### config.mk
export PLATFORM = sky130hd
export DESIGN_NAME = traceback_reader_flat
export DESIGN_NICKNAME = d
export VERILOG_FILES = /design/src/rtl/traceback_reader_if.sv /design/src/rtl/traceback_reader.sv /design/src/flat_wrapper.sv
export SDC_FILE = /design/constraint.sdc
export NUM_CORES = 1
export LEC_CHECK = 0
export CAP_MARGIN = 10
export CORE_MARGIN = 2
export CORE_UTILIZATION = 50
export DETAILED_ROUTE_END_ITERATION = 8
export HOLD_SLACK_MARGIN = 0.08
export PLACE_DENSITY = 0.81
export SLEW_MARGIN = 0
export SYNTH_ARGS = -nofsm -noshare
export SYNTH_HDL_FRONTEND = slang
export SYNTH_SLANG_ARGS = --single-unit
### constraint.sdc
create_clock -name clk -period 3.6 [get_ports clk]
set_clock_uncertainty 0.2 [all_clocks]
set_input_delay 0.72 -clock clk [delete_from_list [all_inputs] [get_ports clk]]
set_output_delay 0.72 -clock clk [all_outputs]
set_load 0.05 [all_outputs]
### src/rtl/traceback_reader_if.sv
// Operation stream from traceback_reader to a downstream consumer.
// The reader drives the master side; the consumer supplies ready.
interface traceback_reader_if #(
    parameter int unsigned CWIDTH = 2
);
    logic              out_valid;
    logic              out_ready;
    logic [1:0]        out_op;
    logic [CWIDTH-1:0] out_c1;
    logic [CWIDTH-1:0] out_c2;
    logic              out_last;

    modport master (
        output out_valid, out_op, out_c1, out_c2, out_last,
        input  out_ready
    );

    modport slave (
        input  out_valid, out_op, out_c1, out_c2, out_last,
        output out_ready
    );
endinterface

### src/rtl/traceback_reader.sv
// Replays the traceback coordinate list (stored end-first) as a forward stream of
// alignment operations, validating every step of the path and flagging corrupt traces.
module traceback_reader #(
    parameter int unsigned LENGTH      = 10,
    parameter int unsigned CWIDTH      = 2,
    parameter int unsigned CORD_LENGTH = 8,
    parameter int unsigned MEM_SIZE    = 9,
    parameter int unsigned BYTE_SIZE   = 2 * CORD_LENGTH
) (
    input  logic                       clk,
    input  logic                       rst_n,
    input  logic                       i_start,
    input  logic [MEM_SIZE-1:0]        i_count,
    input  logic [LENGTH*CWIDTH-1:0]   i_s1,
    input  logic [LENGTH*CWIDTH-1:0]   i_s2,
    output logic [MEM_SIZE-1:0]        o_raddr,
    input  logic [BYTE_SIZE-1:0]       i_rdata,
    output logic                       o_busy,
    output logic                       o_done,
    output logic                       o_error,
    traceback_reader_if.master         op_if
);
    localparam logic [CORD_LENGTH-1:0] LastCord = CORD_LENGTH'(LENGTH - 1);
    localparam logic [MEM_SIZE-1:0]    MaxCount = MEM_SIZE'(2 * LENGTH - 1);
    localparam logic [MEM_SIZE-1:0]    AddrOne  = MEM_SIZE'(1);
    localparam logic [CORD_LENGTH:0]   CordOne  = (CORD_LENGTH + 1)'(1);

    typedef enum logic [1:0] {StIdle, StRead, StCapture, StEmit} state_e;

    state_e r_state, w_state_next;

    logic [MEM_SIZE-1:0]    r_raddr, w_raddr_next;
    logic                   r_valid, w_valid_next;
    logic [1:0]             r_op, w_op_next;
    logic [CWIDTH-1:0]      r_c1, w_c1_next;
    logic [CWIDTH-1:0]      r_c2, w_c2_next;
    logic                   r_last, w_last_next;
    logic                   r_busy, w_busy_next;
    logic                   r_done, w_done_next;
    logic                   r_error, w_error_next;
    logic                   r_first, w_first_next;
    logic [CORD_LENGTH-1:0] r_px, w_px_next, r_py, w_py_next;
    logic [CORD_LENGTH-1:0] r_cx, w_cx_next, r_cy, w_cy_next;

    logic [CORD_LENGTH-1:0] w_x, w_y;
    logic                   w_dx0, w_dx1, w_dy0, w_dy1;
    logic                   w_diag, w_gap2, w_gap1, w_legal;
    logic [CWIDTH-1:0]      w_s1c, w_s2c;

    assign w_x = i_rdata[CORD_LENGTH-1:0];
    assign w_y = i_rdata[2*CORD_LENGTH-1:CORD_LENGTH];

    // Widened by one bit so px+1 can never wrap into a false match.
    assign w_dx0 = (w_x == r_px);
    assign w_dy0 = (w_y == r_py);
    assign w_dx1 = ({1'b0, w_x} == ({1'b0, r_px} + CordOne));
    assign w_dy1 = ({1'b0, w_y} == ({1'b0, r_py} + CordOne));

    // From the virtual (-1,-1) the only legal step is the diagonal onto (0,0).
    assign w_diag = r_first ? ((w_x == '0) && (w_y == '0)) : (w_dx1 && w_dy1);
    assign w_gap1 = !r_first && w_dx0 && w_dy1;
    assign w_gap2 = !r_first && w_dx1 && w_dy0;

    assign w_legal = (w_x <= LastCord) && (w_y <= LastCord)
                   && (w_diag || w_gap1 || w_gap2)
                   && ((r_raddr != '0) || ((w_x == LastCord) && (w_y == LastCord)));

    always_comb begin
        w_s1c = '0;
        w_s2c = '0;
        for (int i = 0; i < int'(LENGTH); i++) begin
            if (w_y == CORD_LENGTH'(i)) w_s1c = i_s1[i*CWIDTH +: CWIDTH];
            if (w_x == CORD_LENGTH'(i)) w_s2c = i_s2[i*CWIDTH +: CWIDTH];
        end
    end

    always_comb begin
        w_state_next = r_state;
        w_raddr_next = r_raddr;
        w_valid_next = r_valid;
        w_op_next    = r_op;
        w_c1_next    = r_c1;
        w_c2_next    = r_c2;
        w_last_next  = r_last;
        w_busy_next  = r_busy;
        w_done_next  = 1'b0;
        w_error_next = r_error;
        w_first_next = r_first;
        w_px_next    = r_px;
        w_py_next    = r_py;
        w_cx_next    = r_cx;
        w_cy_next    = r_cy;
        unique case (r_state)
            StIdle: begin
                if (i_start) begin
                    if ((i_count == '0) || (i_count > MaxCount)) begin
                        w_error_next = 1'b1;
                    end else begin
                        w_error_next = 1'b0;
                        w_raddr_next = i_count - AddrOne;
                        w_busy_next  = 1'b1;
                        w_first_next = 1'b1;
                        w_state_next = StRead;
                    end
                end
            end
            StRead: w_state_next = StCapture;
            StCapture: begin
                if (!w_legal) begin
                    w_error_next = 1'b1;
                    w_busy_next  = 1'b0;
                    w_state_next = StIdle;
                end else begin
                    w_cx_next    = w_x;
                    w_cy_next    = w_y;
                    w_valid_next = 1'b1;
                    w_last_next  = (r_raddr == '0);
                    w_c1_next    = w_gap2 ? '0 : w_s1c;
                    w_c2_next    = w_gap1 ? '0 : w_s2c;
                    if (w_gap1)      w_op_next = 2'b10;
                    else if (w_gap2) w_op_next = 2'b11;
                    else             w_op_next = (w_s1c == w_s2c) ? 2'b00 : 2'b01;
                    w_state_next = StEmit;
                end
            end
            StEmit: begin
                if (op_if.out_ready) begin
                    w_valid_next = 1'b0;
                    if (r_last) begin
                        w_busy_next  = 1'b0;
                        w_done_next  = 1'b1;
                        w_state_next = StIdle;
                    end else begin
                        w_raddr_next = r_raddr - AddrOne;
                        w_px_next    = r_cx;
                        w_py_next    = r_cy;
                        w_first_next = 1'b0;
                        w_state_next = StRead;
                    end
                end
            end
            default: w_state_next = StIdle;
        endcase
    end

    always_ff @(posedge clk or negedge rst_n) begin
        if (!rst_n) r_state <= StIdle;
        else        r_state <= w_state_next;
    end

    always_ff @(posedge clk or negedge rst_n) begin
        if (!rst_n) begin
            r_raddr <= '0;
            r_valid <= 1'b0;
            r_op    <= '0;
            r_c1    <= '0;
            r_c2    <= '0;
            r_last  <= 1'b0;
            r_busy  <= 1'b0;
            r_done  <= 1'b0;
            r_error <= 1'b0;
            r_first <= 1'b0;
            r_px    <= '0;
            r_py    <= '0;
            r_cx    <= '0;
            r_cy    <= '0;
        end else begin
            r_raddr <= w_raddr_next;
            r_valid <= w_valid_next;
            r_op    <= w_op_next;
            r_c1    <= w_c1_next;
            r_c2    <= w_c2_next;
            r_last  <= w_last_next;
            r_busy  <= w_busy_next;
            r_done  <= w_done_next;
            r_error <= w_error_next;
            r_first <= w_first_next;
            r_px    <= w_px_next;
            r_py    <= w_py_next;
            r_cx    <= w_cx_next;
            r_cy    <= w_cy_next;
        end
    end

    assign o_raddr         = r_raddr;
    assign o_busy          = r_busy;
    assign o_done          = r_done;
    assign o_error         = r_error;
    assign op_if.out_valid = r_valid;
    assign op_if.out_op    = r_op;
    assign op_if.out_c1    = r_c1;
    assign op_if.out_c2    = r_c2;
    assign op_if.out_last  = r_last;
endmodule
### src/flat_wrapper.sv
// flat-port wrapper written by rule: the top's interface ports become plain ports
module traceback_reader_flat 
#(
    parameter int unsigned LENGTH      = 10,
    parameter int unsigned CWIDTH      = 2,
    parameter int unsigned CORD_LENGTH = 8,
    parameter int unsigned MEM_SIZE    = 9,
    parameter int unsigned BYTE_SIZE   = 2 * CORD_LENGTH
)
  (clk, rst_n, i_start, i_count, i_s1, i_s2, o_raddr, i_rdata, o_busy, o_done, o_error, op_if_out_valid, op_if_out_op, op_if_out_c1, op_if_out_c2, op_if_out_last, op_if_out_ready);
  traceback_reader_if #(.CWIDTH(CWIDTH)) op_if_i ();
  input  logic clk;
  input  logic rst_n;
  input  logic i_start;
  input  logic [MEM_SIZE-1:0] i_count;
  input  logic [LENGTH*CWIDTH-1:0] i_s1;
  input  logic [LENGTH*CWIDTH-1:0] i_s2;
  output logic [MEM_SIZE-1:0] o_raddr;
  input  logic [BYTE_SIZE-1:0] i_rdata;
  output logic o_busy;
  output logic o_done;
  output logic o_error;
  output wire logic [$bits(op_if_i.out_valid)-1:0] op_if_out_valid;
  output wire logic [$bits(op_if_i.out_op)-1:0] op_if_out_op;
  output wire logic [$bits(op_if_i.out_c1)-1:0] op_if_out_c1;
  output wire logic [$bits(op_if_i.out_c2)-1:0] op_if_out_c2;
  output wire logic [$bits(op_if_i.out_last)-1:0] op_if_out_last;
  input wire logic [$bits(op_if_i.out_ready)-1:0] op_if_out_ready;
  assign op_if_out_valid = op_if_i.out_valid;
  assign op_if_out_op = op_if_i.out_op;
  assign op_if_out_c1 = op_if_i.out_c1;
  assign op_if_out_c2 = op_if_i.out_c2;
  assign op_if_out_last = op_if_i.out_last;
  assign op_if_i.out_ready = op_if_out_ready;
  traceback_reader #(.LENGTH(LENGTH), .CWIDTH(CWIDTH), .CORD_LENGTH(CORD_LENGTH), .MEM_SIZE(MEM_SIZE), .BYTE_SIZE(BYTE_SIZE)) u_core (.clk(clk), .rst_n(rst_n), .i_start(i_start), .i_count(i_count), .i_s1(i_s1), .i_s2(i_s2), .o_raddr(o_raddr), .i_rdata(i_rdata), .o_busy(o_busy), .o_done(o_done), .o_error(o_error), .op_if(op_if_i));
endmodule
# Word-level counts from Yosys, hierarchy flattened
# Index checks and enable logic that the tools add are counted.
# op_classes
add_sub_neg	4
n_lt_le_gt_ge	3
n_eq_ne	33
n_mux	56
n_bitwise	1
reduce_logical	32
# ops
cell	n
$eq A8 B3 Y1 const B	8
$mux W2	28
$mux W9	4
$eq A8 B2 Y1 const B	4
$eq A8 B4 Y1 const B	4
$add A8 B1 Y9 const B	2
$eq A8 B9 Y1	2
$logic_not A9 Y1	2
$mux W1	18
$pmux W9 S2	1
$sub A9 B1 Y9 const B	2
$eq A8 B1 Y1 const B	2
$eq A8 B8 Y1	2
$le A8 B4 Y1 const B	2
$logic_not A8 Y1	2
$reduce_and A3 Y1	4
$logic_and A1 B1 Y1	10
$ne A2 B2 Y1 const B	5
$gt A9 B5 Y1 const B	1
$reduce_bool A9 Y1	1
$pmux W2 S4	1
$pmux W1 S2	3
$reduce_and A6 Y1	1
$reduce_bool A2 Y1	3
12 further kinds	17
# word_totals
reg_bits	55
in_bits	69

# Logic depth before layout (Yosys ltp)
# Gate-level depths: netlist of run 1.
# depth
depth_word	15
depth_mapped	10
depth_no_buf	8

# Worst setup path after synthesis of run 1
# No wires, ideal clock.
# synth_timing
kind	input port to flip-flop
startpoint	input port i_rdata[8]
endpoint	register u_core.r_cx[0]
setup_ns	0.128
arrival_time_ns	2.774
slack_ns	0.499
stages	8
path_buffers	2
cell_sequence	clkbuf_1 > xor2_1 > o2111ai_1 > nor4b_2 > nand4_2 > a311oi_2 > buf_4 > mux2_1
# synth_via
elab_chain_cells	8
# synth_lines
item	line_no	text
start, declared	flat_wrapper.sv:19	input logic [BYTE_SIZE-1:0] i_rdata;
branches (longest 6 deep; another with $le A8 B4 Y1)	--	
$logic_and A1 B1 Y1 *	traceback_reader.sv:66	&& ((r_raddr != '0) || ((w_x == LastCord) && (w_y == LastCord)));
$reduce_and A2 Y1 (no source line) *	--	
end signal, assigned	traceback_reader.sv:180	r_cx <= w_cx_next;
end, declared	traceback_reader.sv:43	logic [CORD_LENGTH-1:0] r_cx, w_cx_next, r_cy, w_cy_next;
# Mark *: on every way between the ends.
# A chain may end at the register's enable or synchronous reset.

# Worst setup path after layout of run 1
# layout_timing
startpoint	input port i_rdata[13]
endpoint	register u_core.r_op[0], in the netlist u_core.op_if.out_op[0]
# layout_via
elab_chain_cells	15
# layout_lines
item	line_no	text
$logic_not A8 Y1	traceback_reader.sv:60, traceback_reader.sv:72	
$mux W2 (10 in a row)	traceback_reader.sv:72	if (w_y == CORD_LENGTH'(i)) w_s1c = i_s1[i*CWIDTH +: CWIDTH];
$eq A2 B2 Y1	traceback_reader.sv:122	else w_op_next = (w_s1c == w_s2c) ? 2'b00 : 2'b01;
$mux W1	traceback_reader.sv:122	
$mux W2	traceback_reader.sv:121	else if (w_gap2) w_op_next = 2'b11;
$mux W2	traceback_reader.sv:120	if (w_gap1) w_op_next = 2'b10;
end signal, assigned	traceback_reader.sv:170	r_op <= w_op_next;
end, declared	traceback_reader.sv:34	logic [1:0] r_op, w_op_next;
# Several ways; a longest one is shown, not always the timed one.

==> results of run 1 <==
through the flow:
stage	instances	setup WS (ns)	setup TNS (ns)	power [mW]	util
final	586	0.178	0	1.32	0.695
after global routing	586	0.0905	0	1.38	0.695
after CTS	586	0.207	0	1.33	0.695
after detailed placement	578	-0.106	-1.04	0.984	0.681
after global placement	578	0.0153	0	0.978	0.681
after floorplan	391	0.499	0	0.822	-
area by class of cell:
| class | instances | share of cell area |
|---|---|---|
| Clock buffer | 5 | 0.0144 |
| Clock inverter | 3 | 0.00472 |
| Inverter | 12 | 0.00944 |
| Multi-Input combinational cell | 304 | 0.435 |
| Sequential cell | 55 | 0.288 |
| Tap cell | 96 | 0.0252 |
| Timing Repair Buffer | 111 | 0.222 |
metal layers:
layer  track usage  vias up  wire length (µm)
li1              -     1637                 -
met1         0.334     1704              4140
met2         0.457      117              4980
met3        0.0271       22               370
met4        0.0909        0               214
met5             0        -                 0
cell families (layout without fill, tap and decap cells):
group | after synthesis | in the layout | synth area share
compound gates | 87 | 87 | 0.165
simple gates | 153 | 153 | 0.229
flops | 55 | 55 | 0.385
xor+xnor | 24 | 24 | 0.0588
fa+ha+maj | 3 | 3 | 0.0105
buf+inv | 32 | 131 | 0.0353
mux | 37 | 37 | 0.116
final timing paths:
kind / slack [ns] / endpoint / start / depth (start not counted)
setup / recovery: 0.18 / u_core.op_if.out_op[0]$_DFFE_PN0P_ / i_rdata[13] / 10
hold / removal: 0.19 / u_core.r_px[0]$_DFFE_PN0P_ / rst_n / 1
setup reg to reg: 0.40 / u_core.op_if.out_op[0]$_DFFE_PN0P_ / u_core.r_py[0]$_DFFE_PN0P_ / 10
hold reg to reg: 0.30 / u_core.r_cx[1]$_DFFE_PN0P_ / u_core.r_cx[1]$_DFFE_PN0P_ / 1
max in group asynchronous: 2.21 / u_core.op_if.out_c1[1]$_DFFE_PN0P_ / rst_n / 2
min in group clk: 0.30 / u_core.r_cx[1]$_DFFE_PN0P_ / u_core.r_cx[1]$_DFFE_PN0P_ / 1
flip-flops by register name, indices dropped and copies added (netlist names), 2 cells and up:
| register | count |
|---|---|
| u_core.r_state | 2 |
| u_core.op_if.out_op | 2 |
| u_core.r_cx | 8 |
| u_core.r_py | 8 |
| u_core.r_px | 8 |
| u_core.op_if.out_c2 | 2 |
| u_core.op_if.out_c1 | 2 |
| u_core.r_cy | 8 |
| u_core.o_raddr | 9 |
cells in the final DEF (no fill, tap or decap), types with 5 or more instances in the layout:
master,n
sky130_fd_sc_hd__xnor2_1,16
sky130_fd_sc_hd__nand2_1,30
sky130_fd_sc_hd__o21ai_0,18
sky130_fd_sc_hd__and2_1,5
sky130_fd_sc_hd__o2111ai_1,5
sky130_fd_sc_hd__nor3_1,17
sky130_fd_sc_hd__and3_1,8
sky130_fd_sc_hd__xor2_1,8
sky130_fd_sc_hd__nor2b_1,14
sky130_fd_sc_hd__buf_4,22
sky130_fd_sc_hd__inv_1,12
sky130_fd_sc_hd__dfrtp_1,55
sky130_fd_sc_hd__nand3b_1,5
sky130_fd_sc_hd__clkdlybuf4s50_1,87
sky130_fd_sc_hd__mux2i_1,10
sky130_fd_sc_hd__mux2_1,12
sky130_fd_sc_hd__clkbuf_8,5
sky130_fd_sc_hd__nand3_1,13
sky130_fd_sc_hd__nor4_1,6
sky130_fd_sc_hd__a21oi_1,20
sky130_fd_sc_hd__nor2_1,29
sky130_fd_sc_hd__mux2_2,14
sky130_fd_sc_hd__nand4_1,8
report_power, final:
part / switching, mW / internal [mW] / total [mW]
combinational: 0.165 / 0.149 / 0.314
clock: 0.206 / 0.140 / 0.346
sequential: 0.0252 / 0.634 / 0.659
==> key figures, run 1 <==
Route
  • Remaining DRCs: 0
  • Number of design-rule violations left by the first detailed-router iteration: around 330
  • Via total after detailed routing: 3480
  • Routed wire length: 9710 µm
  • Number of nets with antenna violations after detailed routing: 0
  • Routed WL per cell: ~17 µm
  • Number of iterations in the first detailed-routing pass: 5
  • Via-to-Cell Ratio: 5.94

Power and ir drop
  • Leakage component of the power: 2.04 nW
  • Peak ir drop on the vdd network: 173 µV
  • Ratio of total power to cell area: 277 nW/µm²

Layout
  • Total number of nets in the final design: about 560
  • Layout filler cell count: 546
  • Synth-to-Final Area Change: 33.4%
  • Share of layout cells above drive strength 1: 0.116
  • Area of combinational cells with multiple inputs: 2080 µm²
  • Sequential cell area: 1380 µm²
  • Post-Layout Inst Area: 4770 µm²
  • Antenna diode count: 0

Clocking
  • Htree depth: 2
  • CTS Hold Bufs: 0
  • Clock buffer depth: 2
  • Post-cts resize count: 0
  • TritonCTS clock tree: done
  • CTS Buf Count: 5
  • Clock slew at reported path FFs: 0.10 ns
  • Insertion delay of the later-clocked pin in the worst-skew pair: 0.31 ns
  • Sink count of the clock tree: 55
  • Cell at the root of the clock tree: sky130_fd_sc_hd__clkbuf_8
  • Number of buffers inserted by post-CTS setup repair: 0

GRT
  • Combined global-route utilization of all metal layers: 0.260
  • Global-route wire length before repair: 16000 µm
  • Maximum number of pins on one net before global-route repair: 32
  • Vias in the first global route: approximately 3400
  • Grt total ovfl: 0
  • Antenna violations before repair: 0

Setup path
  • Data required time at the worst endpoint: 3.59 ns
  • Count of buffer and inverter cells on the critical path: 3
  • Longest individual stage delay on the worst path: ~0.44 ns
  • Cells traversed along the worst timing path: clkdlybuf4s50_1, xnor2_1, o21a_1, o2111ai_1, nor4b_2, buf_4, o2111ai_1, a311oi_2, buf_4, mux2_1
  • Startpoint class of the critical path: primary input
  • Crit path kind: primary input to flip-flop
  • Worst Path Max Fanout: 10
  • Slowest CP cell: sky130_fd_sc_hd__clkdlybuf4s50_1
  • Crit-path leading delay family: buffers and inverters
  • Critical path endpoint category: flip-flop
  • Worst EP arrival: 3.42 ns

Placed design
  • Final HPWL from detailed placement: 7500 µm
  • Port Buffer Count: 88
  • Post-DP Area: around 4700 µm²
  • GP Congestion: 0.882

Logic synthesis
  • Yosys synthesis warning count: 0
  • Post-synth top flop: sky130_fd_sc_hd__dfrtp_1
  • Fraction of registers with async set or reset after synthesis: 1.00
  • Count of state elements after synthesis: 55
  • Synthesized Nets: 463
  • Portion of the post-synthesis area used by sequential elements: 0.385
  • Cell area after technology mapping: 3580 µm²
  • Library cell with the highest instance count after synthesis: sky130_fd_sc_hd__dfrtp_1
  • Most common library cells after synthesis: 55 x sky130_fd_sc_hd__dfrtp_1, 30 x sky130_fd_sc_hd__nand2_1, 30 x sky130_fd_sc_hd__nor2_1, 20 x sky130_fd_sc_hd__a21oi_1, 18 x sky130_fd_sc_hd__o21ai_0
  • Number of different library cells in the post-synthesis netlist: 63
  • Share of the synthesized area in the top cell type: 0.385
  • Post-synth EDFFs: 0
  • Most area-consuming cells after synthesis: sky130_fd_sc_hd__dfrtp_1 38%, sky130_fd_sc_hd__mux2_2 4.4%, sky130_fd_sc_hd__xnor2_1 3.9%
  • Post-Syn Area per Cell: 9.15 µm²
  • Syn Inst Count: 391
  • Synth area leader: sky130_fd_sc_hd__dfrtp_1

STA
  • Slew Limit Headroom: 0.520
  • Shortest period the worst path allows: 3.42 ns
  • RSZ-0062 raised after global routing: no
  • Share of the clock period used by the worst path: 0.950
  • Fmax achieved: 292 MHz
  • Minimum hold slack: 0.194 ns
  • Hold violation count in the final report: 0
  • Final Setup Violations: 0
  • Actual transition at the worst max-transition pin: between 0.7 and 0.8 ns
  • Max-slew violation count: 0

Floorplanning
  • Chip Height: 88.6 µm
  • Row count: 30
  • Placeable core region: 6870 µm²
  • Count of pins on the block boundary: 89
  • Area enclosed by the die boundary: ~7800 µm²
  • Die Width: 88.6 µm
  • Initial Utilization: 0.521

Hold path
  • HP Class: primary input to async pin

Job
  • Number of max-cap violations: 0

Outcome
  • Outcome: completed
Power figures use the tool's default switching activity.
==> run 2, diff against run 1 <==
--- a/config.mk
+++ b/config.mk
@@ -11,6 +11,7 @@
 export DETAILED_ROUTE_END_ITERATION = 8
 export HOLD_SLACK_MARGIN = 0.08
 export PLACE_DENSITY = 0.81
+export SKIP_LAST_GASP = 1
 export SLEW_MARGIN = 0
 export SYNTH_ARGS = -nofsm -noshare
 export SYNTH_HDL_FRONTEND = slang
==> results of run 2 <==
Final layout, timing and power as in run 1 (identical DEF).
==> variant, RTL diff (flow settings as in run 1) <==
`LENGTH` is set to 10 in 2 places; all go to 9.
--- a/src/rtl/traceback_reader.sv
+++ b/src/rtl/traceback_reader.sv
@@ -1,7 +1,7 @@
 // Replays the traceback coordinate list (stored end-first) as a forward stream of
 // alignment operations, validating every step of the path and flagging corrupt traces.
 module traceback_reader #(
-    parameter int unsigned LENGTH      = 10,
+    parameter int unsigned LENGTH      = 9,
     parameter int unsigned CWIDTH      = 2,
     parameter int unsigned CORD_LENGTH = 8,
     parameter int unsigned MEM_SIZE    = 9,
--- a/src/flat_wrapper.sv
+++ b/src/flat_wrapper.sv
@@ -1,7 +1,7 @@
 // flat-port wrapper written by rule: the top's interface ports become plain ports
 module traceback_reader_flat 
 #(
-    parameter int unsigned LENGTH      = 10,
+    parameter int unsigned LENGTH      = 9,
     parameter int unsigned CWIDTH      = 2,
     parameter int unsigned CORD_LENGTH = 8,
     parameter int unsigned MEM_SIZE    = 9,
Interface: changed (resized i_s1 and i_s2); port bits go from 89 to 85. The function was not compared with the original's and may differ.
==> variant against run 1 <==
Total power is 1.4% higher; global-route usage fell by 1.9 points; clock power fell by 3%; critical path depth shrank 1; worst hold slack improved by 14 ps; routed wire length down 7.3%; cell area shrank 3.2%; sequential cell count unchanged; worst setup slack gained 230 ps; maximum frequency is 7.3% higher; synthesized area fell by 1.9%; highest routed layer unchanged.
==> variant: results (changes against run 1) <==
| Metric | Value |
|---|---|
| Max VDD drop | `0.232 mV (+34%)` |
| Synth area leaders | `dfrtp_1 39%, nand2_1 8.1%, mux2i_1 3.4%` |
| Fill count | `555 (+1.6%)` |
| DRT iter0 DRCs | `176 (-46%)` |
| Area of the multi-input gates | `2010 sq um (-3.4%)` |
| Dpl hpwl | `7.05 mm (-6.0%)` |
| Port bufs | `84 (-4.5%)` |
| Hold WS | `208 ps (+14.1 ps)` |
| Setup WS pre-CTS | `93.7 ps (+199 ps)` |
| Arrival time worst endpoint | `3170 ps (-250 ps)` |
| Post-route non-filler standard cell count | `584 (-0.34%)` |
| Status | `completed` |
| First-pass GRT wire length | `14.6 mm (-8.7%)` |
| Least-Margin Pin Slew | `661 ps (-54.7 ps)` |
| Post-Place Cells | `576 (-0.35%)` |
| Pre-antenna DRT Iters | `4 (-1)` |
| Mapped Avg Cell Area | `8.88 sq um (-2.9%)` |
| Total track usage | `24.0% (-1.9 points)` |
| Placed Area | `4530 sq um (-3.1%)` |
| Crit-path max FO | `22 (+12)` |
| Top post-synthesis cells by count | `76 x nand2_1, 55 x dfrtp_1, 22 x a21oi_1` |
| Worst r2r dst | `u_core.r_cx[2]` |
| NumNets Final | `555 (-1.1%)` |
| Layout cells sized above 1 | `8.81% (-2.8 points)` |
| Gpl congestion | `0.869 (-1.4%)` |
[variant: changes by cell type after synthesis, sizes merged, moves of 4 or more]
cell / change
and2: +8
buf: +5
clkbuf: -6
mux2: -15
mux4: +4
nand2: +46
nand3b: -5
nand4: -6
nor2: -11
nor2b: -11
o21ai: -5
xnor2: -4
[variant: metrics by stage]
step                total power, mW  utilization, %
floorplan                     0.847               -
global placement               1.01            66.7
detailed placement             1.01            66.7
CTS                            1.35            68.0
global route                   1.40            68.0
finish                         1.34            68.0
[variant: worst max-delay path, delay by kind of cell]
kind / cells / cell delay (ps)
and+or+nand+nor: 2 / 380
AOI/OAI and AO/OA: 4 / 1140
buffers and inverters: 2 / 610
muxes: 1 / 320
[variant: power by group]
| group | switching [mW] | leakage (nW) | internal, mW |
|---|---|---|---|
| clock | 0.198 | 0.0412 | 0.137 |
| sequential | 0.0309 | 0.718 | 0.640 |
| combinational | 0.177 | 1.33 | 0.156 |
[variant: cell families after synthesis]
kind of cell    share of synthesized area [%]
compound gates                           15.3
xor+xnor                                 5.74
fa+ha+maj                                1.07
buf+inv                                  3.60
flops                                    39.2
mux                                      10.4
simple gates                             24.7
[variant: worst max path at each step]
stage	start	endpoint	slack [ps]
2_1_floorplan	u_core.r_state[1]	u_core.o_raddr[8]	550
3_3_place_gp	i_rdata[5]	u_core.r_cy[0]	180
3_5_place_dp	i_rdata[5]	u_core.r_cx[2]	90
4_1_cts	i_rdata[5]	u_core.r_cx[2]	410
5_1_grt	i_rdata[5]	u_core.r_cy[0]	280
6_report	i_rdata[5]	u_core.r_cx[2]	410
[variant: routing by layer]
layer  GRT usage (%)  part of all wire, %  up-vias
met5               0                    0        -
met4            7.27                  1.5        0
met3            4.52                  5.8       13
met2            41.9                   49      107
met1            30.3                   44     1566
li1                -                    -     1597
[variant: cell type report]
cell class                 count  area share [%]
timing repair buffer         104            21.6
inverter                       9           0.731
multi-input combinational    312            43.4
sequential                    55            29.8
clock inverter                 2           0.271
clock buffer                   6            1.57
tap                           96            2.60
